`src/rtl/cpu_pkg.sv`:
```
`default_nettype none
// ============================================================================
// cpu_pkg -- shared register-file defaults for the CPU core slice.
// Rev 1.0 -- initial release
// ============================================================================
package cpu_pkg;
  localparam int DATA_W_DEF = 32;
  localparam int ADDR_W_DEF = 5;
  localparam int NUM_RD_DEF = 2;
  localparam int NUM_WR     = 2;
endpackage
`default_nettype wire

```
`src/rtl/reg_scoreboard.sv`:
```
`default_nettype none
// ============================================================================
// reg_scoreboard -- pending-write tracking with RAW/WAW hazard flags.
// Rev 1.0 -- initial release
// ============================================================================
module reg_scoreboard
  import cpu_pkg::*;
#(
  parameter int ADDR_W = ADDR_W_DEF,
  parameter int NUM_RD = NUM_RD_DEF
) (
  input  logic                     clk,
  input  logic                     rst_n,
  input  logic [NUM_RD*ADDR_W-1:0] rd_addr_i,
  output logic [NUM_RD-1:0]        rd_busy_o,
  input  logic [NUM_WR-1:0]        wr_en_i,
  input  logic [NUM_WR-1:0]        wr_clr_i,
  input  logic [NUM_WR*ADDR_W-1:0] wr_addr_i,
  input  logic                     iss_valid_i,
  input  logic [ADDR_W-1:0]        iss_addr_i,
  output logic                     iss_stall_o,
  output logic [(1<<ADDR_W)-1:0]   busy_vec_o,
  output logic [ADDR_W:0]          pend_cnt_o
);
  localparam int DEPTH = 1 << ADDR_W;

  logic [DEPTH-1:0] busy_q, busy_d;
  logic [DEPTH-1:0] w_clr, w_set, w_busy_live;
  logic [ADDR_W:0]  pend_cnt_q, pend_cnt_d;

  function automatic logic [ADDR_W:0] popcount(input logic [DEPTH-1:0] v);
    logic [ADDR_W:0] c;
    c = '0;
    for (int i = 0; i < DEPTH; i++) c = c + {{ADDR_W{1'b0}}, v[i]};
    return c;
  endfunction

  always_comb begin
    w_clr = '0;
    for (int p = 0; p < NUM_WR; p++)
      if (wr_en_i[p] && wr_clr_i[p]) w_clr[wr_addr_i[p*ADDR_W +: ADDR_W]] = 1'b1;
    w_clr[0] = 1'b0;
  end

  // Retiring writes hide their busy bit in the same cycle so consumers need not wait.
  assign w_busy_live = busy_q & ~w_clr;
  assign iss_stall_o = iss_valid_i & w_busy_live[iss_addr_i];

  always_comb begin
    w_set = '0;
    if (iss_valid_i && !iss_stall_o && iss_addr_i != '0) w_set[iss_addr_i] = 1'b1;
  end

  assign busy_d     = w_busy_live | w_set;
  assign pend_cnt_d = popcount(busy_d);

  generate
    for (genvar k = 0; k < NUM_RD; k++) begin : g_rd_busy
      assign rd_busy_o[k] = w_busy_live[rd_addr_i[k*ADDR_W +: ADDR_W]];
    end
  endgenerate

  always_ff @(posedge clk or negedge rst_n) begin
    if (!rst_n) begin
      busy_q     <= '0;
      pend_cnt_q <= '0;
    end else begin
      busy_q     <= busy_d;
      pend_cnt_q <= pend_cnt_d;
    end
  end

  assign busy_vec_o = busy_q;
  assign pend_cnt_o = pend_cnt_q;
endmodule
`default_nettype wire

```
`src/rtl/reg_file_sb.sv`:
```
`default_nettype none
// ============================================================================
// reg_file_sb -- multi-read, dual-write register file with bypass and scoreboard.
// Rev 1.0 -- initial release
// ============================================================================
module reg_file_sb
  import cpu_pkg::*;
#(
  parameter int DATA_W = DATA_W_DEF,
  parameter int ADDR_W = ADDR_W_DEF,
  parameter int NUM_RD = NUM_RD_DEF
) (
  input  logic                     clk,
  input  logic                     rst_n,
  input  logic [NUM_RD*ADDR_W-1:0] rd_addr,
  output logic [NUM_RD*DATA_W-1:0] rd_data,
  output logic [NUM_RD-1:0]        rd_busy,
  input  logic [1:0]               wr_en,
  input  logic [2*ADDR_W-1:0]      wr_addr,
  input  logic [2*DATA_W-1:0]      wr_data,
  input  logic [1:0]               wr_clr,
  input  logic                     iss_valid,
  input  logic [ADDR_W-1:0]        iss_addr,
  output logic                     iss_stall,
  output logic [(1<<ADDR_W)-1:0]   busy_vec,
  output logic [ADDR_W:0]          pend_cnt
);
  localparam int DEPTH = 1 << ADDR_W;

  logic [DATA_W-1:0] regs_q [DEPTH];

  // Port 1 (load) is applied last so it wins an address collision.
  always_ff @(posedge clk or negedge rst_n) begin
    if (!rst_n) begin
      for (int i = 0; i < DEPTH; i++) regs_q[i] <= '0;
    end else begin
      for (int p = 0; p < NUM_WR; p++)
        if (wr_en[p] && wr_addr[p*ADDR_W +: ADDR_W] != '0)
          regs_q[wr_addr[p*ADDR_W +: ADDR_W]] <= wr_data[p*DATA_W +: DATA_W];
    end
  end

  generate
    for (genvar k = 0; k < NUM_RD; k++) begin : g_rd
      logic [ADDR_W-1:0] w_a;
      logic              w_hit0, w_hit1;
      logic [DATA_W-1:0] w_rd;

      assign w_a    = rd_addr[k*ADDR_W +: ADDR_W];
      assign w_hit0 = wr_en[0] && (wr_addr[0 +: ADDR_W] == w_a);
      assign w_hit1 = wr_en[1] && (wr_addr[ADDR_W +: ADDR_W] == w_a);

      always_comb begin
        w_rd = regs_q[w_a];
        if (!rst_n || w_a == '0) w_rd = '0;
        else if (w_hit1)         w_rd = wr_data[DATA_W +: DATA_W];
        else if (w_hit0)         w_rd = wr_data[0 +: DATA_W];
      end

      assign rd_data[k*DATA_W +: DATA_W] = w_rd;
    end
  endgenerate

  reg_scoreboard #(
    .ADDR_W (ADDR_W),
    .NUM_RD (NUM_RD)
  ) u_sb (
    .clk         (clk),
    .rst_n       (rst_n),
    .rd_addr_i   (rd_addr),
    .rd_busy_o   (rd_busy),
    .wr_en_i     (wr_en),
    .wr_clr_i    (wr_clr),
    .wr_addr_i   (wr_addr),
    .iss_valid_i (iss_valid),
    .iss_addr_i  (iss_addr),
    .iss_stall_o (iss_stall),
    .busy_vec_o  (busy_vec),
    .pend_cnt_o  (pend_cnt)
  );
endmodule
`default_nettype wire

```
`config.mk`:
```
export PLATFORM = sky130hd
export DESIGN_NAME = reg_file_sb
export DESIGN_NICKNAME = d
export VERILOG_FILES = /design/src/rtl/cpu_pkg.sv /design/src/rtl/reg_scoreboard.sv /design/src/rtl/reg_file_sb.sv
export SDC_FILE = /design/constraint.sdc
export NUM_CORES = 2
export LEC_CHECK = 0
export CORE_MARGIN = 2
export CORE_UTILIZATION = 35
export DETAILED_ROUTE_END_ITERATION = 6
export MAX_ROUTING_LAYER = met4
export PLACE_DENSITY_LB_ADDON = 0.05
export SYNTH_ARGS = -nofsm -noshare
export SYNTH_HDL_FRONTEND = slang
export SYNTH_SLANG_ARGS = --single-unit
```
`constraint.sdc`:
```
create_clock -name clk -period 18.05 [get_ports clk]
set_clock_uncertainty 0.2 [all_clocks]
set_input_delay 1.805 -clock clk [delete_from_list [all_inputs] [get_ports clk]]
set_output_delay 1.805 -clock clk [all_outputs]
set_load 0.02 [all_outputs]
```
==> run_results.csv <==
group,metric,value,unit
cells_and_area,nets,6807,
setup_path,setup.worst_path.start_class,"primary input",
synth,synth_top_cell_by_area,"dfrtp_1",
cts,clk_latency,0.82,ns
floorplan,fp.dieH,447,um
synth,synthCells,7017,
detailed_routing,drtAntennaViolNets,0,
sta,finalCritPeriodShare,0.546,
cells_and_area,layout-drive-gt1-share,0.119,
setup_path,path_common_cell,"fa_1",
synth,synth_nets,7145,
hold_path,worstHoldPathCells,0,
detailed_routing,routed_wl,330,mm
pwr,p_leak,31.2,nW
status,status,"completed",
hold_path,hp-start,"regs_q[1020]",
detailed_routing,vias_per_cell,6.18,
global_route,grt_max_degree,145,
placement,place_hpwl,187,mm
sta,timing.fmax,102,MHz
pwr,p_per_area,121,nW/um2
sta,rsz0062_at_grt,"no",
detailed_routing,num_vias,58200,
detailed_routing,first_iter_violations,6406,
global_route,gr-total-overflow,0,
detailed_routing,met2WireLength,148,mm
setup_path,slowest_stage,"nand4b_1",
detailed_routing,top_layer,"met4",
setup_path,worstPathRequired,18.57,ns
hold_path,holdCritPathClass,"flop to flop",
setup_path,r2r-end,"u_sb.pend_cnt_o[4]",
floorplan,core,195000,um2
setup_path,worstPathArrival,10.37,ns
cts,cts_resized,0,
setup_path,reg2reg_slack,10.91,ns
setup_path,reg2reg_from,"u_sb.busy_vec_o[12]",
cts,cts_tree,"built",
cts,cts.sinks,1062,
sta,slew_violations,0,
sta,worst_slew_pin_slew,1.24,ns
detailed_routing,firstDrtPassIters,7,
floorplan,dieArea,200000,um2
sta,fin_tns_setup,0,ns
global_route,antenna_found_initial,16,
detailed_routing,route.met3.wl,23.4,mm
placement,gp_congestion,0.878,
setup_path,end_kind,"flop",
cells_and_area,synthToLayoutAreaGrowth,12.2,%
pwr,fin_total_pwr,0.00933,W
floorplan,die_x,447,um
cts,cts-root-buf,"clkbuf_16",
sta,finalCriticalPeriod,9.85,ns
pwr,peakVddDrop,572,uV
floorplan,start_util,0.352,
global_route,grt_pass1_wl,459,mm
floorplan,fp-row-count,162,
global_route,first_global_vias,56000,
setup_path,path_class,"primary input to flop",
cells_and_area,final_cell_mix,"mux2i_1 (1477), dfrtp_1 (1062), a21oi_1 (706)",
cts,cts.clk_slew.worst_paths,0.06,ns
synth,yosys_warnings,0,
cts,cts_max_level,4,
detailed_routing,drc_errors,0,
synth,syn_avg_cell_area,9.78,um2
setup_path,reg2reg_depth,21,
hold_path,hold_end,"regs_q[1020]",
setup_path,path_delay_family,"adder cells",
synth,synth_area_leaders,"dfrtp_1 (39%), mux2i_1 (22%), mux4_2 (8.4%)",
synth,async_reset_ff_frac,1.00,
synth,netlist.area_leader.share,0.387,
synth,seq_area_frac_synth,0.387,
synth,synth_top_flop_cell,"dfrtp_1",
cells_and_area,layout_commonest_cell,"mux2i_1",
sta,finalHoldViolations,0,
global_route,grt_usage,0.335,
setup_path,max_stage_delay,0.85,ns
sta,slew_headroom,0.171,
synth,ys_types,71,
placement,io_buffers,200,
cts,post_cts_buffers,0,
setup_path,cp.buffers_inverters,5,
job,max-cap-violations,0,
sta,setup_viol,0,
synth,synth_edf_count,0,
cts,numCtsBuffers,139,
setup_path,path_max_fanout,19,
detailed_routing,routedLengthMet1,144,mm
floorplan,ioPinCount,201,
cts,holdBufCountCts,0,
cts,cts_buffer_depth,3,
detailed_routing,wl_per_cell,35.1,um
synth,ys_seq_elements,1062,
setup_path,cp_cell_sequence,"clkdlybuf4s50_1, nand4b_1, o221ai_1, o22a_1, and4b_1, nand3_2, o21ai_0, ha_1, inv_1, fa_1, fa_1, inv_1, fa_1, fa_1, fa_1, inv_1, fa_1, inv_1, fa_1, fa_1, a21o_1, a21oi_1, xnor2_1",
synth,netlist_area,68600,um2
[state kept, by name, indices dropped and copies added, names as in the netlist]
name             count
u_sb.busy_vec_o     32
regs_q            1024
u_sb.pend_cnt_o      6
[cell families (layout without fill, tap and decap cells)]
family	after synthesis	after routing	synth area share
multiplexers	1735	1735	0.300
buffers and inverters	919	685	0.0549
flip-flops	1062	1062	0.387
XOR/XNOR	23	23	0.00294
other	0	7	0
AND/OR/NAND/NOR	1386	1386	0.0843
AO/OA/AOI/OAI	1860	1860	0.162
adder cells (fa/ha/maj)	32	32	0.00846
[routing by layer]
metal  vias to the layer above  GRT usage
met1                     29800      0.452
met3                       621     0.0560
met5                         -          -
met2                      2589      0.502
met4                         0      0.132
li1                      25100          -
[through the flow]
| stage | setup slack, ns | utilization | cell area [um2] | cells | hold WS, ns |
|---|---|---|---|---|---|
| final | 8.20 | 0.395 | 77000 | 9414 | 0.197 |
| after global routing | 7.78 | 0.395 | 77000 | 9414 | 0.214 |
| after CTS | 8.28 | 0.395 | 76900 | 9406 | 0.200 |
| after floorplan | 9.76 | - | 68600 | 7017 | 0.249 |
| after detailed placement | 7.44 | 0.372 | 72400 | 9161 | 0.188 |
| after global placement | 7.39 | 0.372 | 72400 | 9161 | 0.184 |
[Yosys cell counts (all sizes together), types with 24 or more instances]
cell type / n
mux2i: 1477
dfrtp: 1062
a21oi: 706
nor2: 634
clkbuf: 608
o21ai: 584
nand2: 540
o221ai: 290
buf: 276
mux4: 256
o22ai: 136
nor3: 84
a22oi: 64
inv: 35
a32oi: 27
fa: 24
[power by group]
part	total [W]	internal (W)	switching, W
registers	0.00354	0.00303	0.000510
clock network	0.00286	0.00167	0.00119
logic	0.00293	0.00140	0.00154
total	0.00933	0.00610	0.00323
[cell type report]
class,instances,area (um2)
diodes,7,17.5
clock buffers,212,4240
clock inverters,33,314
fillers,19000,118000
inverters,35,136
multi-input cells,5036,38800
flip-flops and latches,1062,26600
well taps,2624,3280
repair buffers,405,3630
[worst max-delay path by stage]
stage	startpoint	endpoint	slack, ns	cells after the start
2_1_floorplan	wr_addr[4]	u_sb.pend_cnt_o[4]	9.76	24
3_3_place_gp	wr_addr[0]	u_sb.pend_cnt_o[4]	7.39	23
3_5_place_dp	wr_addr[0]	u_sb.pend_cnt_o[4]	7.44	23
4_1_cts	wr_addr[0]	u_sb.pend_cnt_o[4]	8.28	23
5_1_grt	wr_addr[0]	u_sb.pend_cnt_o[4]	7.78	23
6_report	wr_addr[1]	u_sb.pend_cnt_o[4]	8.20	23
Power figures use the tool's default switching activity.
